<file path="src/rtl/prog_loader_pkg.sv">
// prog_loader_pkg: shared types and constants for the program loader.
//   state_e        : loader FSM states. The state after the last write is
//                    ST_CHK when PROG_LOADER_CHECKSUM_EN is defined and
//                    ST_FIN otherwise. ST_TAIL names it in either build.
//   HDR_BYTES      : header length in bytes (ADR_H, ADR_L, CNT_H, CNT_L).
//   BYTES_PER_WORD : payload bytes per instruction word.
//   DEF_ADDR_W     : default instruction-memory address width.
package prog_loader_pkg;

  localparam int unsigned HDR_BYTES      = 4;
  localparam int unsigned BYTES_PER_WORD = 4;
  localparam int unsigned DEF_ADDR_W     = 11;

  typedef enum logic [3:0] {
    ST_IDLE,
    ST_HDR_AH,
    ST_HDR_AL,
    ST_HDR_CH,
    ST_HDR_CL,
    ST_DATA,
    ST_WRITE,
`ifdef PROG_LOADER_CHECKSUM_EN
    ST_CHK,
`else
    ST_FIN,
`endif
    ST_DONE,
    ST_ERR
  } state_e;

`ifdef PROG_LOADER_CHECKSUM_EN
  localparam state_e ST_TAIL = ST_CHK;
`else
  localparam state_e ST_TAIL = ST_FIN;
`endif

endpackage

</file>
<file path="src/rtl/prog_loader_word_assembler.sv">
// prog_loader_word_assembler: packs bytes MSB-first into a DATA_W word.
//   clk_i        : clock, rising edge
//   rst_ni       : asynchronous active-low reset
//   clear_i      : restart assembly (start of a new load)
//   byte_en_i    : byte_i is consumed this cycle
//   byte_i       : payload byte
//   word_o       : assembled word (holds its value between bytes)
//   word_valid_o : high in the cycle the last byte of a word is consumed
module prog_loader_word_assembler
  import prog_loader_pkg::*;
#(
  parameter int unsigned DATA_W = 32
) (
  input  logic              clk_i,
  input  logic              rst_ni,
  input  logic              clear_i,
  input  logic              byte_en_i,
  input  logic [7:0]        byte_i,
  output logic [DATA_W-1:0] word_o,
  output logic              word_valid_o
);

  logic [1:0]        idx_q, idx_d;
  logic [DATA_W-1:0] word_q, word_d;

  always_comb begin
    idx_d  = idx_q;
    word_d = word_q;
    if (clear_i) begin
      idx_d  = '0;
      word_d = '0;
    end else if (byte_en_i) begin
      idx_d  = idx_q + 2'd1;
      word_d = {word_q[DATA_W-9:0], byte_i};
    end
  end

  always_ff @(posedge clk_i or negedge rst_ni) begin
    if (!rst_ni) begin
      idx_q  <= '0;
      word_q <= '0;
    end else begin
      idx_q  <= idx_d;
      word_q <= word_d;
    end
  end

  assign word_o       = word_q;
  assign word_valid_o = byte_en_i && !clear_i && (idx_q == 2'(BYTES_PER_WORD - 1));

endmodule

</file>
<file path="src/rtl/prog_loader.sv">
// prog_loader: byte-stream program loader for the CPU instruction memory.
// Stream: ADR_H ADR_L CNT_H CNT_L, then CNT words of 4 bytes MSB first.
// Optional trailing XOR checksum byte with PROG_LOADER_CHECKSUM_EN.
//   clk, resetn        : clock (rising edge), async active-low reset
//   start              : one-cycle pulse; begins a load from IDLE/DONE/ERR
//   byte_in/byte_valid : stream byte and its valid
//   byte_ready         : loader accepts a byte this cycle
//   w_instruction      : word to instruction memory
//   w_enable           : one-cycle write strobe
//   w_adrs             : write address (wraps modulo 2^ADDR_W)
//   cpu_en             : CPU run enable (AUTO_RUN after a good load)
//   busy, done, err    : load in progress / last load OK / last load aborted
module prog_loader
  import prog_loader_pkg::*;
#(
  parameter int unsigned ADDR_W   = DEF_ADDR_W,
  parameter int unsigned DATA_W   = 32,
  parameter bit          AUTO_RUN = 1'b1
) (
  input  logic              clk,
  input  logic              resetn,
  input  logic              start,
  input  logic [7:0]        byte_in,
  input  logic              byte_valid,
  output logic              byte_ready,
  output logic [DATA_W-1:0] w_instruction,
  output logic              w_enable,
  output logic [ADDR_W-1:0] w_adrs,
  output logic              cpu_en,
  output logic              busy,
  output logic              done,
  output logic              err
);

  localparam logic [16:0] MAX_CNT = 17'(1) << ADDR_W;

  state_e            state_q, state_d;
  logic [ADDR_W-1:0] addr_q, addr_d;
  logic [ADDR_W:0]   rem_q, rem_d;
  logic [7:0]        adr_h_q, adr_h_d;
  logic [7:0]        cnt_h_q, cnt_h_d;
`ifdef PROG_LOADER_CHECKSUM_EN
  logic [7:0]        csum_q, csum_d;
`endif

  logic              idle_like;
  logic              start_ok;
  logic              asm_en;
  logic              word_valid;
  logic [15:0]       count;

  assign idle_like = (state_q == ST_IDLE) || (state_q == ST_DONE) || (state_q == ST_ERR);
  assign start_ok  = start && idle_like;
  assign count     = {cnt_h_q, byte_in};

  // Ready is a pure state decode so the assembler's word_valid never loops
  // back into it through the next-state logic.
`ifdef PROG_LOADER_CHECKSUM_EN
  assign byte_ready = (state_q inside {ST_HDR_AH, ST_HDR_AL, ST_HDR_CH, ST_HDR_CL,
                                       ST_DATA, ST_CHK});
`else
  assign byte_ready = (state_q inside {ST_HDR_AH, ST_HDR_AL, ST_HDR_CH, ST_HDR_CL,
                                       ST_DATA});
`endif

  assign asm_en = byte_valid && (state_q == ST_DATA);

  prog_loader_word_assembler #(
    .DATA_W (DATA_W)
  ) u_word_assembler (
    .clk_i        (clk),
    .rst_ni       (resetn),
    .clear_i      (start_ok),
    .byte_en_i    (asm_en),
    .byte_i       (byte_in),
    .word_o       (w_instruction),
    .word_valid_o (word_valid)
  );

  always_comb begin
    state_d = state_q;
    addr_d  = addr_q;
    rem_d   = rem_q;
    adr_h_d = adr_h_q;
    cnt_h_d = cnt_h_q;
`ifdef PROG_LOADER_CHECKSUM_EN
    csum_d  = csum_q;
`endif
    unique case (state_q)
      ST_IDLE, ST_DONE, ST_ERR: begin
        if (start) begin
          state_d = ST_HDR_AH;
`ifdef PROG_LOADER_CHECKSUM_EN
          csum_d  = '0;
`endif
        end
      end
      ST_HDR_AH: begin
        if (byte_valid) begin
          // Address bits above ADDR_W must be zero.
          if ((byte_in >> (ADDR_W - 8)) != 8'h00) begin
            state_d = ST_ERR;
          end else begin
            adr_h_d = byte_in;
            state_d = ST_HDR_AL;
          end
        end
      end
      ST_HDR_AL: begin
        if (byte_valid) begin
          addr_d  = ADDR_W'({adr_h_q, byte_in});
          state_d = ST_HDR_CH;
        end
      end
      ST_HDR_CH: begin
        if (byte_valid) begin
          cnt_h_d = byte_in;
          state_d = ST_HDR_CL;
        end
      end
      ST_HDR_CL: begin
        if (byte_valid) begin
          if (count == 16'd0) begin
            state_d = ST_TAIL;
          end else if ({1'b0, count} > MAX_CNT) begin
            state_d = ST_ERR;
          end else begin
            rem_d   = count[ADDR_W:0];
            state_d = ST_DATA;
          end
        end
      end
      ST_DATA: begin
        if (byte_valid) begin
`ifdef PROG_LOADER_CHECKSUM_EN
          csum_d = csum_q ^ byte_in;
`endif
          if (word_valid) state_d = ST_WRITE;
        end
      end
      ST_WRITE: begin
        addr_d = addr_q + 1'b1;
        rem_d  = rem_q - 1'b1;
        if (rem_q == (ADDR_W + 1)'(1)) state_d = ST_TAIL;
        else                           state_d = ST_DATA;
      end
`ifdef PROG_LOADER_CHECKSUM_EN
      ST_CHK: begin
        if (byte_valid) begin
          state_d = (byte_in == csum_q) ? ST_DONE : ST_ERR;
        end
      end
`else
      ST_FIN: state_d = ST_DONE;
`endif
      default: state_d = ST_IDLE;
    endcase
  end

  always_ff @(posedge clk or negedge resetn) begin
    if (!resetn) begin
      state_q <= ST_IDLE;
      addr_q  <= '0;
      rem_q   <= '0;
      adr_h_q <= '0;
      cnt_h_q <= '0;
`ifdef PROG_LOADER_CHECKSUM_EN
      csum_q  <= '0;
`endif
    end else begin
      state_q <= state_d;
      addr_q  <= addr_d;
      rem_q   <= rem_d;
      adr_h_q <= adr_h_d;
      cnt_h_q <= cnt_h_d;
`ifdef PROG_LOADER_CHECKSUM_EN
      csum_q  <= csum_d;
`endif
    end
  end

  assign w_enable = (state_q == ST_WRITE);
  assign w_adrs   = addr_q;
  assign busy     = !idle_like;
  assign done     = (state_q == ST_DONE);
  assign err      = (state_q == ST_ERR);
  assign cpu_en   = AUTO_RUN && done;

endmodule

</file>
<file path="config.mk">
export PLATFORM = sky130hd
export DESIGN_NAME = prog_loader
export DESIGN_NICKNAME = d
export VERILOG_FILES = /design/src/rtl/prog_loader_pkg.sv /design/src/rtl/prog_loader_word_assembler.sv /design/src/rtl/prog_loader.sv
export SDC_FILE = /design/constraint.sdc
export NUM_CORES = 1
export LEC_CHECK = 0
export BUFFER_PORTS_ARGS = -buffer_cell sky130_fd_sc_hd__buf_2
export CELL_PAD_IN_SITES_DETAIL_PLACEMENT = 0
export CELL_PAD_IN_SITES_GLOBAL_PLACEMENT = 1
export CORE_AREA = 2 2 106 108
export DETAILED_ROUTE_END_ITERATION = 6
export DIE_AREA = 0 0 108 110
export HOLD_SLACK_MARGIN = 0.08
export PLACE_DENSITY = 0.77
export REMOVE_ABC_BUFFERS = 1
export SETUP_SLACK_MARGIN = 0.3
export SYNTH_ARGS = -nofsm -noshare
export SYNTH_HDL_FRONTEND = slang
export SYNTH_HIERARCHICAL = 1
export SYNTH_SLANG_ARGS = --single-unit
</file>
<file path="constraint.sdc">
create_clock -name clk -period 6.17 [get_ports clk]
set_input_delay 1.234 -clock clk [delete_from_list [all_inputs] [get_ports clk]]
set_output_delay 1.234 -clock clk [all_outputs]
set_load 0.02 [all_outputs]
</file>
=== Word-level counts from Yosys, hierarchy flattened ===
Index checks and enable logic that the tools add are counted.

* Output and inout port bits: 49
* Flip-flop bits (word level): 72
* Input port bits: 12
* Logic and storage cells: 75

* Bitwise operators: 1
* Reductions and logical operators: 21
* Equal/unequal tests: 20
* Add/subtract/negate cells: 3
* $lt $le $gt $ge: 1
* Muxes and demuxes: 22

{| class="wikitable"
|+ Operators by type and width
! cell !! count
|-
| 32-bit two-way mux || 2
|-
| 4-bit two-way mux || 10
|-
| 12-bit two-way mux || 3
|-
| 4-bit case mux with 8 select lines || 1
|-
| 12-bit case mux with 2 select lines || 1
|-
| 11-bit case mux with 2 select lines || 1
|-
| 4-bit by 3-bit equality test with 1-bit output, second input constant || 4
|-
| 16-bit by 12-bit greater-than comparator with 1-bit output, second input constant || 1
|-
| 16-bit logical NOT || 1
|-
| 2-bit inequality test, second input constant || 8
|-
| 12-bit by 1-bit equality test with 1-bit output, second input constant || 1
|-
| 12-bit by 1-bit subtractor with 12-bit output, second input constant || 1
|-
| 11-bit by 1-bit adder with 11-bit output, second input constant || 1
|-
| 11-bit two-way mux || 1
|-
| 4-bit by 2-bit equality test with 1-bit output, second input constant || 2
|-
| 4-bit equality test, second input constant || 2
|-
| 8-bit nonzero test || 1
|-
| 7-bit AND reduction || 1
|-
| 2-bit two-way mux || 3
|-
| 2-bit nonzero test || 3
|-
| 5-bit nonzero test || 1
|-
| 4-bit by 1-bit equality test with 1-bit output, second input constant || 1
|-
| 1-bit logical AND || 4
|-
| 4-bit logical NOT || 1
|-
| other kinds (10) || 13
|}

=== Depth between registers and ports, before layout ===
* Depth after elaboration: 10
* Depth in mapped cells: 12
* Depth with buffers taken out: 9

=== Hierarchy ===
Netlist, hierarchy kept.

{| class="wikitable"
|+ Modules (own cells, without submodules)
! module !! cells each !! seq. area each (um^2) !! times used !! area each (um^2)
|-
| prog_loader || 265 || 950.9 || 1 || 2237.1
|-
| prog_loader_word_assembler || 113 || 850.8 || 1 || 1431.4
|}

=== Worst setup path before layout ===
OpenSTA, ideal clock, no wires.

* Path kind: input port to flip-flop
* Start: input byte_in[6]
* End: register rem_q[3]
* Path buffers: 1
* Setup slack: 3261 ps
* Data required time: 6049 ps
* Library setup time: 121 ps
* Cell stages on the path: 6
* Arrival: 2788 ps
* Cell sequence: or4_1 > and4bb_2 > mux2i_1 > nand2_2 > buf_6 > a22o_1

* Word-level cells in the longest chain between the ends: 3
* Elaborated cells between the ends (all ways): 5
* Classes of those cells: order compare: 1; eq/ne: 2; reduce/logical: 2

{| class="wikitable"
|+ RTL lines
! element !! RTL line !! RTL
|-
| start, declared || prog_loader.sv:23 || <nowiki>input logic [7:0] byte_in,</nowiki>
|-
| 16-bit by 12-bit greater-than comparator with 1-bit output / 16-bit logical NOT (equally long branches) || prog_loader.sv:125, prog_loader.sv:123 ||
|-
| 2-bit inequality test (no line) || -- ||
|-
| 4-bit AND reduction (no line) (*) || -- ||
|-
| end signal, assigned || prog_loader.sv:173 || <nowiki>rem_q <= rem_d;</nowiki>
|-
| end, declared || prog_loader.sv:39 || <nowiki>logic [ADDR_W:0] rem_q, rem_d;</nowiki>
|}

Every way passes the cells marked *; elsewhere a longest branch is shown, timed or not.
A chain may end at the register's enable or synchronous reset.

=== Final worst setup path ===
* Start: register state_q[1]
* End: output w_enable

* Word-level cells in the longest chain between the ends: 1

{| class="wikitable"
|+ RTL lines
! element !! RTL line !! RTL
|-
| start, declared || prog_loader.sv:37 || <nowiki>state_e state_q, state_d;</nowiki>
|-
| start signal, assigned || prog_loader.sv:171 || <nowiki>state_q <= state_d;</nowiki>
|-
| 4-bit by 3-bit equality test with 1-bit output || prog_loader.sv:182 || <nowiki>assign w_enable = (state_q == ST_WRITE);</nowiki>
|-
| end, declared || prog_loader.sv:27 || <nowiki>output logic w_enable,</nowiki>
|}

No other way between the ends.

==> results_dict.tcl <==
set metrics [dict create \
    clock-sinks 72 \
    pwr-share-seq_pct 44.6 \
    skew_ns 0.00732 \
    slew_violations 0 \
    clk_latency_ns 0.35 \
    fp-row-count 38 \
    antenna_left 0 \
    post_cts_buffers 0 \
    antennaDiodeCount 0 \
    die_y_microns 110 \
    cts-buffers-inserted 9 \
    rsz0062_at_grt "false" \
    switchingPower_mw 0.514 \
    wl_mm 8.79 \
    path_clk_slew_ns 0.08 \
    grt_pass1_vias 2964 \
    h-tree-depth 3 \
    cp-end-kind "output port" \
    cpMaxStageDelayCell "dfrtp_1" \
    finalWorstSetupSlack_ns 3.03 \
    syn_area_sq_um 3670 \
    cts_resized 0 \
    first_iter_violations 93 \
    setup_viol 0 \
    max_freq_mhz 318 \
    die_x_microns 108 \
    endpoint "w_enable" \
    p_per_area_nw_per_um2 337 \
    synth-edff-count 0 \
    cp_max_fo 15 \
    fillerInstances 1091 \
    worst_ep_arrival_time_ns 1.91 \
    vias 2943 \
    power.leakage_nw 1.98 \
    dr.pass1.iters 4 \
    place_ws_ns 2.84 \
    wl_per_cell_microns 15.3 \
    cts_tree "done" \
    async_flop_share_pct 100 \
    stdcell_count 574 \
    route.detailed.drc 0 \
    cts_root_buffer "clkbuf_8" \
    tightestPinTransition_ns 0.916 \
    grt_pass1_wl_mm 14.7 \
    critPathMaxStageDelay_ns 0.63 \
    io_pins 61 \
    cp-start-kind "flip-flop" \
    ys_seq_area_share_pct 49.1 \
    hpwl_mm 6.06 \
    hp-class "flip-flop to flip-flop" \
    routed_via_density 5.13 \
    run_status "finished clean" \
    core_sq_um 10700 \
    grt_start_max_net_pins 73 \
    final_util_pct 39.6 \
    antenna_found_initial 0 \
    dieArea_sq_um 11900 \
    dp_cells 558 \
    path_class "flip-flop to output port" \
    cts_buffer_depth 2 \
    final_nets 445 \
    io_buffers 60 \
    cap_violations 0 \
    synthFlopType "dfrtp_1" \
    p_int_mw 0.910 \
    hold_viol_final 0 \
    netSwitchingFraction_pct 36.1 \
    syn2layout_area_growth_pct 15.4 \
    p_total_mw 1.42 \
    max_slew_margin_pct 39.0 \
    r2r_start "state_q[1]" \
    layout-drive-gt1-share_pct 22.8 \
    gp_congestion 0.841 \
    reg2reg_slack_ns 3.66 \
    ir_worst_vdd_v 0.000107 \
    r2r_end "state_q[0]" \
    rr_worst_depth 8 \
    start_util_pct 34.3 \
    p_clk_share_pct 29.1 \
    cts_hold_buf 0 \
    syn_area_per_cell_sq_um 9.71 \
    yosysUniqueCellTypes 46 \
    grt_use_total_pct 15.9 \
    cp-startpoint "state_q[1]" \
    syn_inst 378 \
    crit_chain "nand2b_1 -> or2_2 -> inv_1 -> buf_2" \
    overflow 0 \
    ys_seq_elements 72 \
    crit_required_ns 4.94 \
    setup_tns_ns 0 \
    synth_warnings 6 \
    post-route-period-util_pct 51.0 \
    post-route-min-period_ns 3.14 \
    comb_power_share_pct 26.3 \
]
[metal layers]
layer | share of wire (%) | vias up | global-route usage (%)
met4 | 2.6 | 0 | 7.33
met1 | 47 | 1432 | 20.9
met2 | 47 | 63 | 24.9
met3 | 3.4 | 17 | 3.88
met5 | 0 | - | 0
li1 | - | 1431 | -
[worst max-delay path, delay by kind of cell (launching register included)]
kind	cells	cell delay, ns
buffers and inverters	2	0.28
DFF	1	0.63
and+or+nand+nor	2	0.64
[metrics by stage]
step / area, sq um / hold slack, ns
floorplan: 3500 / 0.470
global route: 4230 / 0.530
finish: 4230 / 0.514
global placement: 4010 / 0.490
CTS: 4230 / 0.516
detailed placement: 4010 / 0.498
[state kept, by name, indices dropped and copies added (netlist names)]
register and cells:
state_q 4, rem_q 12, w_adrs 11, adr_h_q 3, u_word_assembler/word_o 32, u_word_assembler/idx_q 2
cnt_h_q 8
[cell usage in the layout (no fill, tap or decap), types with 5 or more instances in the layout]
cell type / count
nand2b_1: 6
mux2_2: 11
nor2_1: 58
inv_1: 8
a21oi_1: 33
o22ai_1: 6
buf_2: 60
dfrtp_1: 72
nand3_1: 12
clkbuf_8: 9
nor3_1: 5
mux2i_1: 36
nand2_1: 30
o21ai_0: 23
[area by class of cell]
cell class | count | area, sq um | share of cell area (%)
clock buffer | 10 | 128 | 3.02
clock inverter | 6 | 93.8 | 2.22
tap | 140 | 175 | 4.14
sequential | 72 | 1800 | 42.6
inverter | 8 | 30.0 | 0.709
timing repair buffer | 64 | 330 | 7.80
multi-input combinational | 274 | 1670 | 39.6
[worst min-delay path by stage]
stage	start	end	slack, ns	cells past startpoint
final	cnt_h_q[6]	cnt_h_q[6]	0.51	1
after global routing	cnt_h_q[6]	cnt_h_q[6]	0.53	1
after CTS	cnt_h_q[6]	cnt_h_q[6]	0.52	1
after detailed placement	rem_q[3]	rem_q[3]	0.50	1
after global placement	rem_q[3]	rem_q[3]	0.49	1
after floorplan	cnt_h_q[7]	cnt_h_q[7]	0.47	1
[power groups by stage]
| stage | registers (mW) | logic (mW) | clock network, mW |
|---|---|---|---|
| finish | 0.635 | 0.375 | 0.415 |
| global route | 0.651 | 0.420 | 0.448 |
| CTS | 0.634 | 0.378 | 0.428 |
| detailed placement | 0.643 | 0.377 | 0 |
| global placement | 0.640 | 0.373 | 0 |
| floorplan | 0.648 | 0.229 | 0 |
[synth_stat cells, types with 4 or more instances]
| library cell | instances | share of area, % |
|---|---|---|
| dfrtp_1 | 72 | 49 |
| nor2_1 | 58 | 5.9 |
| mux2i_1 | 36 | 9.8 |
| a21oi_1 | 33 | 4.5 |
| nand2_1 | 30 | 3.1 |
| o21ai_0 | 23 | 3.1 |
| nand3_1 | 12 | 1.6 |
| mux2_2 | 11 | 3.4 |
| clkbuf_1 | 10 | 1.0 |
| inv_1 | 8 | 0.82 |
| buf_2 | 7 | 0.95 |
| nand2b_1 | 6 | 1.0 |
| nor3_1 | 6 | 0.82 |
| o22ai_1 | 6 | 1.0 |
| ha_1 | 4 | 1.4 |
| o21ai_1 | 4 | 0.55 |
| or3_1 | 4 | 0.68 |
| or4_1 | 4 | 0.82 |
[cells by family after synthesis]
group	share of synthesized area [%]
simple gates	18.0
compound gates	12.7
flops	49.1
mux	13.2
buf+inv	5.39
fa+ha+maj	1.36
xor+xnor	0.239
No activity file was read; power rests on OpenSTA's default activity.
